File: config.mk
export PLATFORM = sky130hd
export DESIGN_NAME = sfx_scheduler
export DESIGN_NICKNAME = d
export VERILOG_FILES = /design/src/rtl/sfx_scheduler.sv
export SDC_FILE = /design/constraint.sdc
export NUM_CORES = 1
export LEC_CHECK = 0
export ABC_CLOCK_PERIOD_IN_PS = 7400
export BUFFER_PORTS_ARGS = -buffer_cell sky130_fd_sc_hd__buf_2
export CAP_MARGIN = 20
export CORE_MARGIN = 2
export CORE_UTILIZATION = 45
export CTS_CLUSTER_SIZE = 28
export DETAILED_ROUTE_END_ITERATION = 6
export PLACE_DENSITY = 0.72
export SETUP_SLACK_MARGIN = 0.2
export SYNTH_ARGS = -nofsm -noshare
export SYNTH_HDL_FRONTEND = slang
export SYNTH_SLANG_ARGS = --single-unit
File: constraint.sdc
create_clock -name clk -period 7.4 [get_ports clk]
set_input_delay 0.37 -clock clk [delete_from_list [all_inputs] [get_ports clk]]
set_output_delay 0.37 -clock clk [all_outputs]
set_load 0.1 [all_outputs]
File: src/rtl/sfx_scheduler.sv
// sfx_scheduler: latches sound-effect event pulses and plays them one at a time by fixed priority,
// with a forced silent gap after each effect.
module sfx_scheduler #(
   parameter int SHORT_CYC = 8_000_000,
   parameter int LONG_CYC  = 30_000_000,
   parameter int GAP_CYC   = 1_000_000,
   parameter int CNT_W     = 25
)(
   input  logic       clk,
   input  logic       rst,
   input  logic       ev_wall,
   input  logic       ev_paddle,
   input  logic [1:0] ev_point,
   input  logic       ev_start,
   input  logic       mute,
   output logic       sfx_en,
   output logic       sfx_dir,
   output logic [2:0] sfx_id,
   output logic       busy
);
   localparam logic [1:0] IDLE = 2'd0, PLAY = 2'd1, GAP = 2'd2;
   localparam logic [CNT_W-1:0] SHORT_LD = CNT_W'(SHORT_CYC - 1);
   localparam logic [CNT_W-1:0] LONG_LD  = CNT_W'(LONG_CYC - 1);
   localparam logic [CNT_W-1:0] GAP_LD   = CNT_W'(GAP_CYC - 1);
   logic [1:0] state, ns;
   logic [4:0] pend, pend_n, clr, set;
   logic [CNT_W-1:0] cnt, cnt_n;
   logic [2:0] id_n, best, best_long;
   logic grant;
   // pend bit i holds effect ID i+1
   assign set = {ev_start, ev_point, ev_paddle, ev_wall};
   assign best_long = pend[4] ? 3'd5 : pend[2] ? 3'd3 : pend[3] ? 3'd4 : 3'd0;
   assign best = best_long != 3'd0 ? best_long : pend[1] ? 3'd2 : pend[0] ? 3'd1 : 3'd0;
   always_comb begin
      ns = state;
      cnt_n = cnt;
      id_n = sfx_id;
      grant = 1'b0;
      case (state)
         IDLE:
            if (pend != 5'd0) begin
               ns = PLAY;
               id_n = best;
               grant = 1'b1;
               cnt_n = best >= 3'd3 ? LONG_LD : SHORT_LD;
            end
         PLAY:
            if (sfx_id < 3'd3 && best_long != 3'd0) begin
               id_n = best_long;
               grant = 1'b1;
               cnt_n = LONG_LD;
            end else if (cnt == '0) begin
               ns = GAP;
               id_n = 3'd0;
               cnt_n = GAP_LD;
            end else
               cnt_n = cnt - 1'b1;
         GAP:
            if (cnt == '0)
               ns = IDLE;
            else
               cnt_n = cnt - 1'b1;
         default: begin
            ns = IDLE;
            id_n = 3'd0;
            cnt_n = '0;
         end
      endcase
      if (mute) begin
         ns = IDLE;
         id_n = 3'd0;
         cnt_n = '0;
         grant = 1'b0;
      end
   end
   // a pulse arriving on the grant edge re-sets the bit it clears
   assign clr = grant ? 5'd1 << (id_n - 3'd1) : 5'd0;
   assign pend_n = mute ? 5'd0 : (pend & ~clr) | set;
   always_ff @(posedge clk)
      if (!rst) begin
         state <= IDLE;
         pend <= 5'd0;
         cnt <= '0;
         sfx_en <= 1'b0;
         sfx_dir <= 1'b0;
         sfx_id <= 3'd0;
         busy <= 1'b0;
      end else begin
         state <= ns;
         pend <= pend_n;
         cnt <= cnt_n;
         sfx_en <= ns == PLAY;
         sfx_id <= id_n;
         sfx_dir <= id_n == 3'd3 || id_n == 3'd4;
         busy <= ns != IDLE;
      end
endmodule
Word-level counts from Yosys, hierarchy flattened --
Cells that the tools add are included.
Storage, ports and cells: register bits after elaboration 38, latch bits 0, memory bits (writable) 0, bits in read-only memories 0, bits of input ports 8, output and inout bits 6, word-level logic and storage cells 60, memories kept 0
Cells by class: $add $sub $neg 2, $mul 0, div/mod/pow operators 0, magnitude comparators 2, equal/unequal tests 7, shifts and indexed selects 1, muxes and demuxes 28, bitwise logic cells 4, reduce and logical (&&, ||, !) cells 9
Operator list (count):
- 2-to-1 mux 25 bit | 5
- one-hot mux 25 bit (3 select lines) | 1
- zero test 25 bit | 1
- subtractor 25 x 1 -> 25 bit, second input constant | 1
- 2-to-1 mux 3 bit | 8
- 2-to-1 mux 2 bit | 6
- one-hot mux 3 bit (3 select lines) | 1
- one-hot mux 2 bit (3 select lines) | 1
- AND 5 bit | 1
- 2-to-1 mux 5 bit | 1
- NOT 5 bit | 1
- OR 5 bit | 1
- nonzero test 5 bit | 1
- left shift 1 x 3 -> 5 bit, first input constant | 1
- equality test 2 x 1 -> 1 bit, second input constant | 2
- 2-to-1 mux 1 bit | 4
- != test 2 bit, second input constant | 2
- equality test 3 x 2 -> 1 bit, second input constant | 1
- equality test 3 bit, second input constant | 1
- >= comparator 3 x 2 -> 1 bit, second input constant | 1
- < comparator 3 x 2 -> 1 bit, second input constant | 1
- nonzero test 3 bit | 1
- subtractor 3 x 1 -> 3 bit, second input constant | 1
- equality test 2 bit, second input constant | 1
- other kinds (8) | 8

Longest topological paths before layout --
Gate-level depths: netlist of the first run.
depth after elaboration 14, depth in mapped cells 12, depth with buffers taken out 11

Least setup slack after synthesis of the first run --
Ideal clock, no wire load.
kind register to register, start register sfx_id[0], end register pend[1], arrival time 2.552 ns, path slack 4.710 ns, stages on the path, launching flop included 9, path buffers 0, period minus slack after synthesis 2.690 ns, path through dfxtp_1 a21o_1 a21oi_1 o21ai_0 nand3_2 o21ai_0 ha_1 nor3_1 a31oi_1
Between the ends: longest elaborated chain between the ends 11, elaborated cells between the ends (all ways) 16
Ends and longest elaborated chain:
- start, declared | RTL line 18 | output logic [2:0] sfx_id,
- start signal, assigned | RTL line 93 | sfx_id <= id_n;
- < comparator 3 x 2 -> 1 bit | RTL line 48 | if (sfx_id < 3'd3 && best_long != 3'd0) begin
- logical AND 1 bit | RTL line 48
- 2-to-1 mux 3 bit | RTL line 48
- one-hot mux 3 bit (3 select lines) | RTL line 39 | case (state)
- 2-to-1 mux 3 bit | RTL line 69 | if (mute) begin
- subtractor 3 x 1 -> 3 bit | RTL line 77 | assign clr = grant ? 5'd1 << (id_n - 3'd1) : 5'd0;
- left shift 1 x 3 -> 5 bit | RTL line 77
- 2-to-1 mux 5 bit (*) | RTL line 77
- NOT 5 bit (*) | RTL line 78 | assign pend_n = mute ? 5'd0 : (pend & ~clr) | set;
- AND 5 bit (*) | RTL line 78
- OR 5 bit (*) | RTL line 78
- end signal, assigned | RTL line 90 | pend <= pend_n;
- end, declared | RTL line 26 | logic [4:0] pend, pend_n, clr, set;
Mark *: on every way between the ends. The rest lies on a longest branch, timed or not. A chain may end at the register's enable or synchronous reset.

Final worst setup path of the first run --
start register cnt[0], end register pend[1]
Between the ends: longest elaborated chain between the ends 11
Ends and longest elaborated chain:
- start, declared | RTL line 27 | logic [CNT_W-1:0] cnt, cnt_n;
- start signal, assigned | RTL line 91 | cnt <= cnt_n;
- zero test 25 bit | RTL line 52 | end else if (cnt == '0) begin
- 2-to-1 mux 3 bit | RTL line 52
- 2-to-1 mux 3 bit | RTL line 48
- one-hot mux 3 bit (3 select lines) | RTL line 39
- 2-to-1 mux 3 bit | RTL line 69
- via id_n[2] | RTL line 28 | logic [2:0] id_n, best, best_long;
- subtractor 3 x 1 -> 3 bit | RTL line 77
- left shift 1 x 3 -> 5 bit | RTL line 77
- 2-to-1 mux 5 bit | RTL line 77
- NOT 5 bit | RTL line 78
- AND 5 bit | RTL line 78
- OR 5 bit | RTL line 78
The timed path passes the listed nets, and every way through them passes these cells.

==> impl_metrics.json, run 1 <==
{
  "drv_slew": 0,
  "htreeDepth": 2,
  "critical_path_class": "register to register",
  "slowest_stage": "nor4b_2",
  "p_seq_frac": 0.441,
  "drt_first_pass_iters": 7,
  "fin_util": 0.498,
  "yosys.area.top_type": "dfxtp_1",
  "place.gp.congestion": 0.909,
  "worstSetupStartpoint": "cnt[0]",
  "period_share": 0.431,
  "slowest_delay_ns": 0.48,
  "report.final.hold_viol_count": 0,
  "cts_root_buf": "clkbuf_8",
  "whs_endpoint": "pend[3]",
  "cp_cell_sequence": "inv_1 > ha_1 > nor4b_2 > and4_1 > nand2_2 > a311oi_2 > nor3_1 > ha_1 > nor3_1 > a31oi_1",
  "pwr-share-comb": 0.303,
  "reg2reg_depth": 10,
  "max-slew-margin-rel": 0.493,
  "postRouteAntennaNets": 0,
  "rows": 26,
  "grt_pass1_vias": 2278,
  "final_nets": 322,
  "clockBufferDepth": 2,
  "dp_cells": 375,
  "wl_per_cell_um": 16.5,
  "outcome": "finished clean",
  "syn2layout_area_growth_pct": 7.17,
  "synth.top_cell.area_share": 0.323,
  "p_per_area_mw_per_mm2": 211,
  "synth_enable_flop_cells": 0,
  "wl_met3_um": 397,
  "p_sw_frac": 0.369,
  "syn_inst": 304,
  "cap_viol_max_count": 0,
  "crit_fanout": 7,
  "arrival_ns": 3.34,
  "max_freq_mhz": 313,
  "postCtsHoldBufs": 0,
  "setup_violations": 0,
  "fp.dieW_um": 76.4,
  "worst_ep_required_time_ns": 7.55,
  "critPathCaptureType": "register",
  "async_flop_share": 0,
  "reg2reg_slack_ns": 4.21,
  "p_leak_nw": 0.926,
  "nFillCells": 529,
  "grt_pass1_wl_um": 10800,
  "synth_top_flop_cell": "dfxtp_1",
  "yosysSeqAreaShare": 0.323,
  "hp-class": "input pin to register",
  "fin_cells": 382,
  "start_util": 0.464,
  "clkSlewWorstSetupHoldPaths_ns": 0.07,
  "antenna_found_initial": 0,
  "portBuffers": 13,
  "io_pins": 14,
  "tightest_slew_ns": 0.753,
  "synthesis.nets": 314,
  "p_int_mw": 0.335,
  "met2WireLength_um": 2920,
  "fin_crit_ns": 3.19,
  "p_switching_mw": 0.196,
  "ys_ff_latch": 38,
  "vias_per_cell": 6.32,
  "synth_area_leaders": "dfxtp_1, o21ai_0, a21oi_1, nor2_1, nor3_1",
  "grt-ovfl-total": 0,
  "hpwl_um": 4550,
  "syn_avg_cell_area_um2": 7.75,
  "clock_latency_ns": 0.29,
  "post-route-drc-count": 0,
  "hold_depth": 3,
  "n_antenna_cell": 0,
  "rsz0062_at_grt": "no",
  "synth_most_common_cell": "dfxtp_1",
  "drive_gt1_frac": 0.141,
  "m1WireLength_um": 2830,
  "yosys_warnings": 0,
  "synth_area_mm2": 0.00236,
  "clkPwrFrac": 0.256,
  "finalWirelength_um": 6320,
  "reg2reg_to": "pend[1]",
  "cts_tree": "done",
  "postCtsResizedCells": 0,
  "track_usage": 0.225,
  "cts_sinks": 38,
  "setup_tns_ns": 0,
  "yosysUniqueCellTypes": 65,
  "start_kind": "register",
  "post_cts_buffers": 0,
  "dr_total_vias": 2416,
  "die_h_um": 76.4,
  "die-area_mm2": 0.00583,
  "ir_drop_uv": 92.1,
  "first_iter_violations": 228,
  "synth_common_cells": "dfxtp_1, o21ai_0, nor2_1, a21oi_1, nand2_1",
  "routed.top_layer": "met4",
  "reg2reg_from": "cnt[0]",
  "cts_made_buffers": 5,
  "finalClockSkew_ns": 0.00665,
  "hp-start": "ev_point[1]",
  "core_mm2": 0.00507,
  "grt_max_degree": 23
}
-- layout make-up --
class | instances | area (um2) | share of cell area
sequential | 38 | 761 | 0.301
multi-input combinational | 242 | 1480 | 0.586
timing repair buffer | 15 | 80.1 | 0.0317
inverter | 10 | 40.0 | 0.0158
tap | 70 | 87.6 | 0.0347
clock buffer | 7 | 76.3 | 0.0302
-- placed cells by master, fill, tap and decap left out, types with 2 or more instances in the layout --
master,n
o2bb2ai_1,3
nor4_1,10
a21oi_2,5
o22ai_1,3
nor2b_1,6
buf_2,13
nor3_1,15
and2_1,4
nand3_1,7
xor2_1,6
nand2b_1,5
nor2_1,28
o21ai_2,3
clkbuf_8,5
a211oi_1,2
a21o_1,3
ha_1,2
a31oi_1,11
o31a_1,2
dfxtp_1,38
o21a_1,2
or4_1,2
clkbuf_1,2
o211ai_1,2
nand4_1,3
and3_1,2
or3_1,2
o21ai_0,29
a21oi_1,26
o221a_1,2
buf_4,2
nand4b_1,2
o31ai_1,2
o21ai_1,8
nand2_1,17
inv_1,9
-- metal layers --
layer / vias to the layer above / GRT usage
li1: 1161 / -
met1: 1119 / 0.294
met2: 113 / 0.367
met3: 23 / 0.0344
met5: - / 0
met4: 0 / 0.100
-- worst max-delay path by stage --
stage | to | slack (ns)
after global routing | pend[1] | 3.96
after floorplan | pend[1] | 4.71
after global placement | pend[1] | 4.42
after CTS | pend[1] | 4.26
final | pend[1] | 4.21
after detailed placement | pend[1] | 4.31
-- per-stage QoR --
step / area [um2] / total power [mW] / worst slack [ns] / hold WS, ns
6_report: 2530 / 0.532 / 4.21 / 0.279
2_1_floorplan: 2360 / 0.362 / 4.71 / 0.455
5_1_grt: 2530 / 0.558 / 3.96 / 0.304
3_3_place_gp: 2450 / 0.395 / 4.42 / 0.475
4_1_cts: 2530 / 0.531 / 4.26 / 0.277
3_5_place_dp: 2450 / 0.395 / 4.31 / 0.481
-- cell families (layout without fill, tap and decap cells) --
kind of cell    after synthesis  count (layout)  synth area share
buf+inv                      24              32            0.0488
compound gates              114             114             0.309
xor+xnor                      7               7            0.0260
fa+ha+maj                     2               2            0.0106
flops                        38              38             0.323
simple gates                119             119             0.283
-- flip-flops by register name, summed over array words and instances (netlist names) --
signal and count:
cnt 25, sfx_id 3, sfx_dir 1, sfx_en 1
busy 1, pend 5, state 2
-- power by group through the flow --
stage | Sequential, mW | Clock (mW) | Combinational [mW]
CTS | 0.234 | 0.138 | 0.158
global route | 0.237 | 0.145 | 0.176
floorplan | 0.246 | 0 | 0.116
finish | 0.235 | 0.136 | 0.161
global placement | 0.238 | 0 | 0.157
detailed placement | 0.239 | 0 | 0.157
-- worst max-delay path: cells and delay by family, from the launching register on --
kind,cells,cell delay [ns]
simple gates,5,1.48
compound gates,2,0.56
buf+inv,1,0.08
fa+ha+maj,2,0.55
flops,1,0.37
No activity file was read; power rests on OpenSTA's default activity.
==> run 2, diff against run 1 <==
- ABC_AREA: not set -> 1
- ABC_CLOCK_PERIOD_IN_PS: 7400 -> 2990
- clock period: 7.4 -> 2.99 ns (I/O delays scaled with it)
==> run 2 against run 1 <==
Effect of this change: first-iteration DRC count fell by 24%; critical path depth rose by 6; combinational power rose to 2.8 times the previous value; critical path type unchanged; sequential share of layout area fell by 0.54 points; non-clock buffer count fell by 1; highest routed layer unchanged; worst setup slack got worse by 3.7 ns; largest power group unchanged; critical endpoint unchanged.
==> impl_metrics.json, run 2 <==
{
  "outcome": "finished clean",
  "tightest_slew_ns": 0.858,
  "dr_total_vias": 2307,
  "post-route-drc-count": 0,
  "fin_util": 0.504,
  "final_nets": 396,
  "final_common_cell": "nand2_1",
  "syn2layout_area_growth_pct": 8.55,
  "cts_root_buf": "clkbuf_8",
  "worstSetupStartpoint": "cnt[0]",
  "finalWirelength_um": 5510,
  "die-area_mm2": 0.00586,
  "setup_violations": 0,
  "hp-start": "mute",
  "worst_ep_required_time_ns": 3.14,
  "whs_endpoint": "sfx_id[1]",
  "crit_fanout": 5,
  "postRouteAntennaNets": 0,
  "place.gp.congestion": 0.957,
  "nFillCells": 527,
  "synth_area_leaders": "dfxtp_1, nand2_1, nor2_1, a21oi_1, inv_1",
  "first_iter_violations": 174,
  "arrival_ns": 2.64,
  "yosys_warnings": 0,
  "synth_top_flop_cell": "dfxtp_1",
  "syn_avg_cell_area_um2": 6.39,
  "vias_per_cell": 5.05,
  "start_util": 0.464,
  "die_h_um": 76.6,
  "cts_made_buffers": 5,
  "grt_pass1_wl_um": 9560,
  "fin_area_mm2": 0.00257,
  "drv_slew": 0,
  "fin_crit_ns": 2.49,
  "max_freq_mhz": 401,
  "drive_gt1_frac": 0.119,
  "cts_sinks": 38,
  "synth_enable_flop_cells": 0,
  "io_pins": 14,
  "clock_latency_ns": 0.29,
  "finalClockSkew_ns": 0.00478,
  "synth_common_cells": "nand2_1, nor2_1, inv_1, a21oi_1, dfxtp_1",
  "dpl_cell_area_mm2": 0.00248,
  "regMostFlops": "cnt",
  "reg2reg_from": "cnt[0]",
  "hold_depth": 2,
  "synthesis.nets": 381,
  "syn_inst": 371,
  "critical_path_class": "register to register",
  "cap_viol_max_count": 0,
  "max-slew-margin-rel": 0.427,
  "yosys.area.top_type": "dfxtp_1",
  "hp-class": "input pin to register",
  "ys_ff_latch": 38,
  "postCtsResizedCells": 0,
  "grt_max_degree": 23,
  "synth.top_cell.area_share": 0.321,
  "cts_tree": "done",
  "cp_cell_sequence": "inv_1 > ha_1 > nand2_2 > nor2_4 > nand2_4 > inv_2 > nand2_4 > a21oi_1 > o21ai_0 > nand2_1 > inv_1 > ha_1 > nor2_1 > nand2_1 > o21ai_0 > a21oi_1",
  "hpwl_um": 4050,
  "postCtsHoldBufs": 0,
  "setup_tns_ns": 0,
  "grt_pass1_vias": 2096,
  "async_flop_share": 0,
  "slowest_stage": "dfxtp_1",
  "mostFrequentLayoutCells": "nand2_1, nor2_1, inv_1, a21oi_1, dfxtp_1",
  "antenna_found_initial": 0,
  "wl_per_cell_um": 12.1,
  "track_usage": 0.200,
  "htreeDepth": 2,
  "largest_reg_flops": 25,
  "power.total_mw": 1.38,
  "n_antenna_cell": 0,
  "grt-ovfl-total": 0,
  "ir_drop_uv": 310,
  "fin_hold_ws_ns": 0.0487,
  "slowest_delay_ns": 0.31,
  "p_per_area_mw_per_mm2": 537,
  "synth_most_common_cell": "nand2_1",
  "start_kind": "register",
  "post_cts_buffers": 0,
  "yosysSeqAreaShare": 0.321,
  "rsz0062_at_grt": "no",
  "yosysUniqueCellTypes": 32,
  "clockBufferDepth": 2,
  "fp.dieW_um": 76.6,
  "p_leak_nw": 1.23,
  "drt_first_pass_iters": 4,
  "reg2reg_to": "pend[1]",
  "critPathCaptureType": "register",
  "synth_area_mm2": 0.00237,
  "rows": 26,
  "clkSlewWorstSetupHoldPaths_ns": 0.08,
  "portBuffers": 13,
  "top_regs": "cnt x25, pend x5, sfx_id x3",
  "core_mm2": 0.00511,
  "report.final.hold_viol_count": 0,
  "period_share": 0.833,
  "reg2reg_slack_ns": 0.50,
  "reg2reg_depth": 16
}
[run 2: kinds of logic (layout without fill, tap and decap cells)]
kind of cell             Yosys count  after routing  synth area share
multiplexers                       1              1           0.00422
AND/OR/NAND/NOR                  186            186             0.337
adder cells (fa/ha/maj)            2              2            0.0106
XOR/XNOR                          13             13            0.0480
buffers and inverters             51             67            0.0919
flip-flops                        38             38             0.321
AO/OA/AOI/OAI                     80             80             0.187
[run 2: power by group]
group	switching [mW]	internal [mW]	total, mW
registers	0.0316	0.536	0.568
clock network	0.183	0.186	0.369
logic	0.305	0.139	0.444
total	0.520	0.861	1.38
[run 2: how the worst max path moves through the flow]
stage                   end  slack [ns]
global placement    pend[1]        0.62
floorplan           pend[1]        0.34
global route        pend[1]        0.30
CTS                 pend[1]        0.52
detailed placement  pend[1]        0.53
finish              pend[1]        0.50
[run 2: routing by layer]
layer / vias up / GRT usage / share of wire
li1: 1217 / - / -
met1: 1042 / 0.262 / 0.48
met2: 39 / 0.332 / 0.47
met3: 9 / 0.0320 / 0.038
met4: 0 / 0.0764 / 0.017
met5: - / 0 / 0
[run 2: final cells by class]
class	count	area, um2	share of cell area
Tap cell	70	87.6	0.0340
Timing Repair Buffer	14	72.6	0.0282
Sequential cell	38	761	0.296
Multi-Input combinational cell	282	1390	0.541
Clock buffer	7	86.3	0.0336
Clock inverter	1	5.00	0.00195
Inverter	45	169	0.0657
[run 2: critical path: cells and delay by family (launching register included)]
kind                       cells  cell delay (ns)
DFF                            1             0.31
AOI/OAI and AO/OA              4             0.49
buffers and inverters          3             0.24
adders and majority gates      2             0.52
and+or+nand+nor                7             0.78
[run 2: metrics by stage]
stage | std cells | worst slack, ns
after detailed placement | 449 | 0.533
after CTS | 457 | 0.516
after global placement | 449 | 0.619
after floorplan | 371 | 0.339
after global routing | 457 | 0.297
final | 457 | 0.498
==> run 3, diff against run 2 <==
- ABC_CLOCK_PERIOD_IN_PS: 2990 -> 2500
- clock period: 2.99 -> 2.5 ns (I/O delays scaled with it)
==> run 3 against run 2 <==
Effect of this change: via count rose by 1.8%; hold slack got worse by 0.024 ns; count of clock-buffer cells in the layout fell by 1; final area rose by 5.4%; clock skew fell by 0.0019 ns; register-to-register slack got worse by 0.15 ns; maximum frequency rose by 16%; final cell count rose by 1.5%; flip-flop and latch count did not move; critical path type unchanged; largest power group unchanged.
==> impl_metrics.json, run 3 (synthesized netlist as in run 2, its figures left out) <==
{
  "setup_tns_ns": 0,
  "start_kind": "register",
  "final_nets": 405,
  "reg2reg_to": "pend[1]",
  "top_regs": "cnt x25, pend x5, sfx_id x3",
  "fin_crit_ns": 2.15,
  "path_depth": 14,
  "grt-ovfl-total": 0,
  "hpwl_um": 4270,
  "regMostFlops": "cnt",
  "track_usage": 0.203,
  "finalClockSkew_ns": 0.00284,
  "crit_path_end": "pend[1]",
  "vias_per_cell": 5.06,
  "io_pins": 14,
  "critPathCaptureType": "register",
  "tightest_slew_ns": 0.690,
  "reg2reg_depth": 14,
  "syn2layout_area_growth_pct": 14.4,
  "arrival_ns": 2.33,
  "cpLargestDelayFamily": "simple AND/OR/NAND/NOR gates",
  "drt_first_pass_iters": 4,
  "worst_ep_required_time_ns": 2.68,
  "setup_violations": 0,
  "ir_drop_uv": 231,
  "grt_max_degree": 23,
  "grt_pass1_vias": 2194,
  "reg2reg_slack_ns": 0.35,
  "rows": 26,
  "rsz0062_at_grt": "no",
  "p_per_area_mw_per_mm2": 616,
  "critical_path_class": "register to register",
  "cts_sinks": 38,
  "p_leak_nw": 1.29,
  "cts_root_buf": "clkbuf_8",
  "reg2reg_from": "cnt[12]",
  "max-slew-margin-rel": 0.540,
  "cap_viol_max_count": 0,
  "dr_total_vias": 2348,
  "largest_reg_flops": 25,
  "finalWirelength_um": 5580,
  "cts_tree": "done",
  "drive_gt1_frac": 0.208,
  "postCtsHoldBufs": 0,
  "worst-path-buf-inv": 0,
  "cp_cell_sequence": "nor2_2 > nand2_2 > nor2_2 > nand2_2 > nor2_4 > nand2_1 > nand3_1 > nand2_2 > o21ai_2 > ha_1 > nor2_2 > nand2_1 > o21ai_0 > a21oi_1",
  "mostFrequentLayoutCells": "nand2_1, nor2_1, inv_1, a21oi_1, dfxtp_1",
  "clkSlewWorstSetupHoldPaths_ns": 0.07,
  "worstSetupStartpoint": "cnt[12]",
  "core_mm2": 0.00511,
  "hold_depth": 2,
  "die_h_um": 76.6,
  "max_freq_mhz": 466,
  "cts_made_buffers": 5,
  "drv_slew": 0,
  "report.final.hold_viol_count": 0,
  "postRouteAntennaNets": 0,
  "power.total_mw": 1.67,
  "place.gp.congestion": 0.902,
  "slowest_stage": "dfxtp_2",
  "fp.dieW_um": 76.6,
  "clock_latency_ns": 0.29,
  "antenna_found_initial": 0,
  "grt_pass1_wl_um": 9790,
  "crit_fanout": 4,
  "post-route-drc-count": 0,
  "outcome": "finished clean",
  "htreeDepth": 2,
  "hp-class": "input pin to register",
  "period_share": 0.859,
  "final_common_cell": "nand2_1",
  "clockBufferDepth": 2,
  "n_antenna_cell": 0,
  "portBuffers": 13,
  "start_util": 0.464,
  "first_iter_violations": 122,
  "wl_per_cell_um": 12.0,
  "slowest_delay_ns": 0.35,
  "die-area_mm2": 0.00586
}
==> run 3: what timing repair did <==
action	4_1_cts	5_1_grt
endpoints found under the setup margin	3	4
setup buffers	0	2
pin swaps	0	6
gates cloned	0	0
gates resized for setup	3	25
==> run 3: worst min path at each step <==
stage                      startpoint  slack [ns]        end
after CTS                        mute        0.01  sfx_id[1]
after floorplan                  mute        0.20  sfx_id[1]
after global routing      ev_point[1]        0.03    pend[3]
final                            mute        0.03  sfx_id[1]
after detailed placement         mute        0.33  sfx_id[1]
after global placement           mute        0.32  sfx_id[1]
==> run 3: metal layers <==
layer | track usage | vias to the layer above | routed length, um
met5 | 0 | - | 0
met4 | 0.0727 | 0 | 89
met3 | 0.0367 | 8 | 182
met2 | 0.341 | 35 | 2680
met1 | 0.260 | 1075 | 2630
li1 | - | 1230 | -
==> run 3: layout make-up <==
cell class                 count  area (um2)
fill                         517        2400
multi-input combinational    282        1460
sequential                    38         771
inverter                      45         169
timing repair buffer          23         140
tap                           70        87.6
clock buffer                   6        82.6
==> run 3: power breakdown <==
part	leakage, nW	switching [mW]	internal, mW
Sequential	0.314	0.0386	0.643
Combinational	0.928	0.381	0.192
Clock	0.0431	0.204	0.213
Total	1.29	0.624	1.05
==> run 3: metrics by stage <==
step	setup WS [ns]	instances	hold WS, ns	util	instance area [um2]
6_report	0.352	464	0.0250	0.531	2710
5_1_grt	0.205	464	0.0334	0.531	2710
4_1_cts	0.215	462	0.0150	0.514	2630
3_5_place_dp	0.139	456	0.328	0.497	2540
3_3_place_gp	0.226	456	0.323	0.497	2540
2_1_floorplan	0.225	371	0.197	-	2370
